<file path="src/rtl/rr_decode_sched.sv">
// Round-robin scheduler sharing one 4-to-16 decoder among 16 requesters.
// Grants are held until release, withdrawal or the hold limit, then one dead cycle follows.
module rr_decode_sched #(
  parameter int HOLD_MAX = 8
) (
  input  logic        clk,
  input  logic        rst_n,
  input  logic [15:0] req,
  input  logic        done,
  output logic [3:0]  sel,
  output logic        en,
  output logic [15:0] gnt,
  output logic        busy,
  output logic        timeout
);

  localparam logic [1:0] ST_IDLE  = 2'd0;
  localparam logic [1:0] ST_GRANT = 2'd1;
  localparam logic [1:0] ST_GAP   = 2'd2;

  localparam logic [7:0] CNT_LAST = 8'(HOLD_MAX - 1);

  logic [1:0] state;
  logic [3:0] last;
  logic [7:0] cnt;
  logic       win_valid;
  logic [3:0] win_idx;
  logic [3:0] idx;
  logic       hold_hit;
  logic       grant_end;

  // Scan from the farthest offset down to last+1 so the nearest requester
  // overwrites; offset 16 wraps onto the pointer itself, which is checked last.
  always_comb begin
    win_valid = 1'b0;
    win_idx   = 4'd0;
    idx       = 4'd0;
    for (int k = 16; k >= 1; k--) begin
      idx = last + 4'(k);
      if (req[idx]) begin
        win_valid = 1'b1;
        win_idx   = idx;
      end
    end
  end

  assign hold_hit  = (cnt == CNT_LAST);
  assign grant_end = done | ~req[sel] | hold_hit;

  always_ff @(posedge clk) begin
    if (!rst_n) begin
      state   <= ST_IDLE;
      sel     <= 4'd0;
      en      <= 1'b0;
      gnt     <= 16'd0;
      busy    <= 1'b0;
      timeout <= 1'b0;
      last    <= 4'd15;
      cnt     <= 8'd0;
    end else begin
      timeout <= 1'b0;
      case (state)
        ST_GRANT: begin
          if (grant_end) begin
            state   <= ST_GAP;
            last    <= sel;
            en      <= 1'b0;
            gnt     <= 16'd0;
            // Only a pure limit expiry counts as a timeout.
            timeout <= ~done & req[sel];
          end else begin
            cnt <= cnt + 8'd1;
          end
        end
        default: begin
          if (win_valid) begin
            state <= ST_GRANT;
            sel   <= win_idx;
            en    <= 1'b1;
            gnt   <= 16'd1 << win_idx;
            busy  <= 1'b1;
            cnt   <= 8'd0;
          end else begin
            state <= ST_IDLE;
            en    <= 1'b0;
            gnt   <= 16'd0;
            busy  <= 1'b0;
          end
        end
      endcase
    end
  end

endmodule

</file>
<file path="config.mk">
export PLATFORM = sky130hd
export DESIGN_NAME = rr_decode_sched
export DESIGN_NICKNAME = d
export VERILOG_FILES = /design/src/rtl/rr_decode_sched.sv
export SDC_FILE = /design/constraint.sdc
export NUM_CORES = 1
export LEC_CHECK = 0
export ABC_CLOCK_PERIOD_IN_PS = 10400
export CORE_ASPECT_RATIO = 1.1
export CORE_MARGIN = 2
export CORE_UTILIZATION = 24
export CTS_BUF_LIST = sky130_fd_sc_hd__clkbuf_16
export CTS_CLUSTER_DIAMETER = 50
export DETAILED_ROUTE_END_ITERATION = 12
export GPL_ROUTABILITY_DRIVEN = 0
export PLACE_DENSITY = 0.39
export SYNTH_ARGS = -nofsm -noshare
export SYNTH_HDL_FRONTEND = slang
export SYNTH_SLANG_ARGS = --single-unit
export TNS_END_PERCENT = 100
</file>
<file path="constraint.sdc">
create_clock -name clk -period 10.4 [get_ports clk]
set_input_delay 2.08 -clock clk [delete_from_list [all_inputs] [get_ports clk]]
set_output_delay 2.08 -clock clk [all_outputs]
set_load 0.05 [all_outputs]
</file>
==> results.toml <==
[drt]
vias = 3619
vias_per_cell = 5.53
avgRoutedWirePerCell_um = 19.9
drc_errors = 0
wl_um = 13000
drtPass1Iterations = 5
drt_iter0_markers = 213
ant_nets = 0

[worst_setup_path]
cpMostUsedCell = "mux2i_1"
cp.arrival_ps = 5880
required_ps = 10580
r2r_setup_slack_ps = 5070
critPathCaptureType = "register"
cp_num_buf_inv = 1
path_delay_family = "multiplexers"
r2r_start = "last[1]"
reg2reg_to = "gnt[6]"
reg2reg_depth = 11
crit_type = "primary input to register"
max_stage_delay_ps = 640
cp-start-kind = "primary input"
cp_max_fo = 8
crit_slowest_cell = "mux4_1"
cp_cell_sequence = "clkdlybuf4s50_1 -> mux4_1 -> mux2i_1 -> mux2i_1 -> or4_4 -> or2_4 -> a2111oi_4 -> o21ai_2 -> o41ai_1"
critPathLaunch = "req[0]"

[cts]
cts_setup_buffers = 0
ctsHoldBuffers = 0
cts_tree = "yes"
root_buffer = "clkbuf_16"
cts_made_buffers = 5
h-tree-depth = 2
clockBufferDepth = 2
clkSinkCount = 36
clk_pin_slew_ps = 60
cts_resized = 0
clk_latency_ps = 280

[yosys]
syn_nets = 453
synth_top_cells_by_area = "dfxtp_1 18%, mux4_2 15%, mux2i_1 7.4%"
synth_edf_count = 0
synth.largest_area_cell = "dfxtp_1"
synth_area_mm2 = 0.00392
yosysWarnings = 0
seq_area_frac_synth_pct = 18.4
synth_area_per_cell_um2 = 9.20
synth_top_area_share_pct = 18.4
synth-main-ff-cell = "dfxtp_1"
synth_cell_types = 65
synthArstFlopShare_pct = 0
synth_cells = 426
synth_seq_cells = 36

[placed_design]
hpwl_um = 9970
port-buffer-count = 41
place_ws_ps = 4390

[global_route]
grt_first_pass_wirelength_um = 21300
grt_pass1_vias = 3645
globalRoute.totalOverflow = 0
grt_max_degree = 31
grt_usage_pct = 15.4
antenna_found_initial = 0

[die]
core-area_mm2 = 0.0159
boundaryPins = 42
die_h_um = 138
start_util_pct = 24.7
rows = 48
die_area_mm2 = 0.0174
die_w_um = 126

[sta]
tightest_slew_ps = 1030
timing.final.hold_violations = 0
setup_ws_ps = 4690
rsz0062_at_grt = "false"
setup_viol_count_final = 0
timing.fmax_ghz = 0.175
slew_viol_final = 0
period_share_pct = 54.9
setup_tns_ps = 0
min_period_ps = 5710
fin_skew_ps = 5.26
relSlewSlack_pct = 31.1

[cells_and_area]
fin_util_pct = 29.3
final_layout_size_suffix_gt1_share_pct = 13.4
nets = 480
num_antenna_cells = 0
syn2layout_area_growth_pct = 18.5
fillers = 1682
final_cell_mix = "50 x nand2_1, 41 x clkdlybuf4s50_1, 36 x dfxtp_1"
register_area_um2 = 721
mostFrequentLayoutCell = "nand2_1"
multi_input_area_mm2 = 0.00300

[power_and_ir_drop]
pwr_density_cell_mw_per_mm2 = 307
vdd_drop_max_mv = 0.174
p_sw_w = 0.000777
pwr-share-seq_pct = 13.3
p_comb_share_pct = 76.6
leakage_nw = 1.65
netSwitchingFraction_pct = 54.4
power.total_w = 0.00143
power_frac_clock_pct = 10.1
p_int_w = 0.000650

[hold_path]
hold_path_class = "register to register"
hp-start = "gnt[2]"
whs_path_depth = 2
hold-path-endpoint = "gnt[2]"

[flow_run]
drv_cap = 0

[status]
status = "finished, final reports clean"
==> synth_stat cells, drive strengths merged (7+ instances only) <==
library cell / count
a21oi: 19
a22oi: 7
buf: 11
clkbuf: 17
dfxtp: 36
ha: 8
inv: 16
mux2: 16
mux2i: 29
mux4: 36
nand2: 50
nand3: 8
nor2: 27
nor2b: 7
o211ai: 11
o21ai: 19
o41ai: 16
xnor2: 11
xor2: 8
==> sequential cells by signal, indices dropped and copies added, names as in the netlist <==
name / count
busy: 1
state: 2
sel: 4
timeout: 1
last: 4
cnt: 8
gnt: 16
==> worst register-to-register path: stages, from the launching register on <==
cell and delay (ps):
dfxtp_1 300, buf_4 380, inv_1 370, ha_1 860
mux4_2 670, mux2i_1 460, mux2i_1 330, or4_4 610
or2_4 250, a2111oi_4 440, o21ai_2 210, o41ai_1 350
==> kinds of logic after synthesis <==
family                     share of synthesized area, %
muxes                                              33.7
adders and majority gates                          2.56
buffers and inverters                              4.95
and+or+nand+nor                                    14.9
AOI/OAI and AO/OA                                  21.2
xor gates and xnor gates                           4.25
DFF                                                18.4
==> cell type report <==
type / count / share of cell area (%)
flip-flops and latches: 36 / 15.5
inverters: 17 / 1.38
well taps: 200 / 5.39
multi-input cells: 345 / 64.7
clock buffers: 5 / 2.70
repair buffers: 48 / 9.98
clock inverters: 3 / 0.324
==> metal layers <==
| layer | wire length (um) | GRT usage (%) | share of wire (%) |
|---|---|---|---|
| met1 | 5910 | 20.9 | 45 |
| met2 | 6300 | 26.7 | 48 |
| met3 | 606 | 1.39 | 4.7 |
| met4 | 197 | 4.21 | 1.5 |
| met5 | 0 | 0 | 0 |
==> power by group through the flow <==
stage | clock [W] | combinational [W] | sequential (W)
6_report | 0.000144 | 0.00109 | 0.000189
5_1_grt | 0.000153 | 0.00119 | 0.000194
4_1_cts | 0.000146 | 0.00109 | 0.000190
3_5_place_dp | 0 | 0.00109 | 0.000192
3_3_place_gp | 0 | 0.00110 | 0.000194
2_1_floorplan | 0 | 0.000728 | 0.000262
==> per-stage QoR <==
step,hold WS (ps),std cells,area (um2)
after CTS,459,654,4640
after global placement,445,646,4500
after floorplan,479,426,3920
after detailed placement,433,646,4500
after global routing,497,654,4640
final,456,654,4640
==> worst max-delay path by stage <==
stage / cells after the start / to
final: 9 / gnt[6]
after floorplan: 14 / gnt[4]
after detailed placement: 9 / gnt[5]
after CTS: 9 / gnt[6]
after global routing: 9 / gnt[13]
after global placement: 9 / gnt[2]
Note: power is estimated with default switching activity, not from simulation.
==> variant 1 (config.mk and constraints unchanged) <==
Reset style: asynchronous (`rst_n`), changed in one clocked block.
--- a/src/rtl/rr_decode_sched.sv
+++ b/src/rtl/rr_decode_sched.sv
@@ -47,7 +47,7 @@
   assign hold_hit  = (cnt == CNT_LAST);
   assign grant_end = done | ~req[sel] | hold_hit;
 
-  always_ff @(posedge clk) begin
+  always_ff @(posedge clk or negedge rst_n) begin
     if (!rst_n) begin
       state   <= ST_IDLE;
       sel     <= 4'd0;
Function: differs if rst_n is asserted again (counterexample within 4 cycles, from zero or initial values and one cycle with rst_n low); with rst_n held inactive, the same outputs for 4 cycles.
==> variant 1 against the original RTL <==
  * Worst setup slack improved by 350 ps
  * Routed wire length decreased by 1.2%
  * Area after synthesis decreased by 0.51%
  * Final area decreased by 1.0%
  * Hold slack improved by 29 ps
  * Sequential cell count unchanged
  * Final cell count decreased by 2.1%
  * Critical endpoint is now gnt[15]
Power is left out: the tool's default activity adds up to more than one toggle a clock period on the data nets, which glitch-free logic cannot reach.
==> variant 1: results (changes against the original RTL) <==
clk_skew: 7.16 ps (+1.90 ps)
total placed cells including tap cells: 632 (-2.2%)
DRT Pass-1 Iters: 4 (-1)
routed via count: 3520 (-2.7%)
vias in the first global route: 3551 (-2.6%)
GR Util met2: 26.2% (-0.45 points)
clock root buffer master: clkbuf_16
yosys warns: 0 (unchanged)
# H-tree levels: 2 (unchanged)
dpl cell area: 4450 sq um (-1.0%)
dpl ws: 4830 ps (+437 ps)
Metal-1 WL: 5670 um (-4.1%)
met3 global-route usage: 1.79% (+0.40 points)
flop-to-flop setup slack: 5380 ps (+310 ps)
global routing's busiest layer: met2
Routed WL per cell: 20.1 um (+0.95%)
Worst Path Arrival: 5570 ps (-310 ps)
DP Wirelength: 10100 um (+1.3%)
reg-to-reg critical path endpoint: gnt[2]
DRT Wirelength: 12900 um (-1.2%)
GRT Overall Usage: 15.2% (-0.29 points)
largest net degree at the start of global routing: 37 (+19%)
syn_area_per_cell: 9.53 sq um (+3.6%)
Critical Path End: gnt[15]
DRC marker count from the first detailed-route iteration: 230 (+8.0%)
period utilisation layout: 51.5% (-3.4 points)
Unique masters post-synth: 81 (+25%)
Reg-to-Reg Start: last[0]
biggest regs: gnt (16), cnt (8)
DR WL met2: 6300 um (about the same)
worst slew pin tran: 906 ps (-121 ps)
syn nets: 436 (-3.8%)
Area contributors post-synth: dfrtp_1 21%, mux4_2 13%, mux2i_1 8.2%
Worst Reg-to-Reg Cells: 13 (+2)
Nets: 466 (-2.9%)
Post-synth ARST share: 100% (+100 points)
beginning of the critical path: req[3]
met3 WL: 478 um (-21%)
status: completed
sequential area share after synthesis: 23.2% (+4.8 points)
met1 usage: 19.7% (-1.2 points)
first-pass GRT wire length: 20600 um (-3.2%)
Post-synth top cells: 46 x nand2_1, 33 x nor2_1, 32 x dfrtp_1, 32 x mux2i_1, 23 x mux4_2
buffers added on ports: 41 (unchanged)
proportion of layout cells with a drive suffix above 1: 18.0% (+4.5 points)
## variant 1: changes by cell type after synthesis, moves of 6 or more
cell | unedited run | this run
dfxtp_1 | 36 | 0
dfrtp_1 | 0 | 32
o41ai_1 | 16 | 1
a21oi_1 | 19 | 9
inv_1 | 15 | 6
mux4_1 | 10 | 1
clkbuf_1 | 17 | 9
o21ai_1 | 1 | 9
a22o_1 | 1 | 8
nand3_1 | 8 | 14
nor2_1 | 27 | 33
o211ai_1 | 11 | 5
## variant 1: how the worst min path moves through the flow
stage,slack (ps),cells past startpoint,end,start
2_1_floorplan,480,1,cnt[0],cnt[0]
3_3_place_gp,470,2,gnt[9],gnt[9]
3_5_place_dp,480,2,gnt[9],gnt[9]
4_1_cts,490,2,gnt[9],gnt[9]
5_1_grt,520,2,gnt[1],gnt[1]
6_report,490,2,gnt[9],gnt[9]
## variant 1: kinds of logic (layout without fill, tap and decap cells)
logic type / Yosys count / count (layout) / share of synthesized area, %
simple gates: 150 / 150 / 19.6
compound gates: 95 / 95 / 18.6
mux: 75 / 75 / 28.2
flops: 36 / 36 / 23.2
buf+inv: 29 / 60 / 3.88
xor+xnor: 16 / 16 / 3.98
fa+ha+maj: 8 / 8 / 2.57
## variant 1: area by class of cell
cell class	count	area (sq um)	area share, %
Clock buffer	5	125	2.72
Tap cell	200	250	5.45
Multi-Input combinational cell	344	2840	61.8
Inverter	8	30.0	0.654
Clock inverter	3	15.0	0.327
Sequential cell	36	906	19.7
Timing Repair Buffer	44	428	9.31
## variant 1: critical path: stages
cell and delay, ps:
clkdlybuf4s50_1 480, mux4_1 650, mux2i_1 300, o22ai_1 170
a2111oi_0 590, o2111a_1 310, o21ai_0 90, o211ai_1 340
nor3b_1 370, a22o_1 180
==> variant 2 (same flow settings) <==
Made on the original files. Set the parameter `HOLD_MAX` to 6 (it was 8).
--- a/src/rtl/rr_decode_sched.sv
+++ b/src/rtl/rr_decode_sched.sv
@@ -1,7 +1,7 @@
 // Round-robin scheduler sharing one 4-to-16 decoder among 16 requesters.
 // Grants are held until release, withdrawal or the hold limit, then one dead cycle follows.
 module rr_decode_sched #(
-  parameter int HOLD_MAX = 8
+  parameter int HOLD_MAX = 6
 ) (
   input  logic        clk,
   input  logic        rst_n,
Behaviour: no difference found for any inputs over 4 cycles, from zero or initial values and one cycle with rst_n low; that may be too few to reach the edited logic, so the function may still have changed.
==> variant 2 against the original RTL <==
  * Combinational power barely moved
  * Via count up 0.80%
  * Largest cell class unchanged
  * Critical path type is now flop to flop
  * Final area fell by 0.27%
  * Sequential cell count unchanged
  * Register-to-register slack worse by 580 ps
  * Highest routed layer unchanged
  * Routed wire length increased by 5.9%
  * Power up 0.12%
  * Area after synthesis is 0.19% lower
  * Synthesized cell count is 1.2% lower
  * Worst setup slack got worse by 200 ps
==> variant 2: results (changes against the original RTL) <==
status: completed
Post-Synth Adder-Cell Area: 2.88% (+0.32 points)
dpl cell area: 4490 sq um (-0.28%)
clk cell area share: 3.03% (+0.0082 points)
first-pass GRT wire length: 21500 um (+0.91%)
syn nets: 449 (-0.88%)
Synth Area in Compound Gates: 20.7% (-0.54 points)
Worst path slowest cell: ha_1
proportion of layout cells with a drive suffix above 1: 16.6% (+3.1 points)
Post-synth top cells: 49 x nand2_1, 36 x dfxtp_1, 34 x mux2i_1, 29 x nor2_1, 27 x mux4_2
CP max FO: 25 (+17)
hold endpoint: gnt[1]
Seq pwr share: 13.5% (+0.2 points)
DRT Pass-1 Iters: 4 (-1)
DP Wirelength: 10500 um (+5.3%)
syn_area_per_cell: 9.29 sq um (+0.99%)
largest net degree at the start of global routing: 35 (+13%)
Int Pwr: 655 uW (+0.84%)
Filler cells: 1666 (-0.95%)
Worst Path Arrival: 6050 ps (+170 ps)
min-delay src: gnt[1]
sequential area share after synthesis: 18.4% (+0.035 points)
clk_skew: 7.86 ps (+2.60 ps)
CP max stage delay: 1130 ps (+490 ps)
GRT Overall Usage: 15.8% (+0.33 points)
vias in the first global route: 3602 (-1.2%)
hold_ws: 453 ps (-3.24 ps)
Max-Slew Margin vs Limit: 30.2% (-0.83 points)
multi-input gates: 353 (+2.3%)
area of the multi-input gates: 3030 sq um (+0.83%)
total placed cells including tap cells: 645 (-0.15%)
Unique masters post-synth: 70 (+7.7%)
leakage: 1.62 nW (-1.9%)
nonclk inv count: 9 (-8)
worst vdd ir: 0.0915 mV (-47%)
Routed WL per cell: 21.1 um (+6.1%)
Buffers excl. clock: 47 (-2.1%)
Non-Filler Instances: 653 (-0.15%)
Design Area, Final: 4630 sq um (-0.27%)
n_diodes: 0 (unchanged)
dpl ws: 4290 ps (-97.5 ps)
Seq/total area: 15.6% (+0.042 points)
sequential power: 193 uW (+2%)
Area contributors post-synth: dfxtp_1 18%, mux4_2 16%, mux2i_1 8.7%
==> variant 2: cell count changes after synthesis, sizes merged, moves of 4 or more <==
cell,unedited run,this run
clkbuf,17,10
mux2i,29,35
nand3,8,14
xor2,8,3
or2,2,6
mux4,36,32
o31ai,1,17
o41ai,16,0
xnor2,11,17
inv,16,7
nor3b,5,0
o21ai,19,8
==> variant 2: metal layers <==
metal	up-vias	share of wire [%]	GRT usage (%)
met5	-	0	0
met4	0	1.8	3.64
met3	18	4.4	1.58
met2	110	49	27.7
met1	1820	45	21.0
li1	1700	-	-
==> variant 2: worst max-delay path by stage <==
stage / startpoint / depth (start not counted) / end / slack, ps
3_3_place_gp: req[13] / 9 / gnt[15] / 4260
5_1_grt: last[1] / 11 / gnt[14] / 4210
6_report: last[1] / 11 / gnt[15] / 4490
4_1_cts: last[1] / 11 / gnt[15] / 4530
2_1_floorplan: req[14] / 9 / gnt[4] / 5580
3_5_place_dp: req[10] / 9 / gnt[14] / 4290
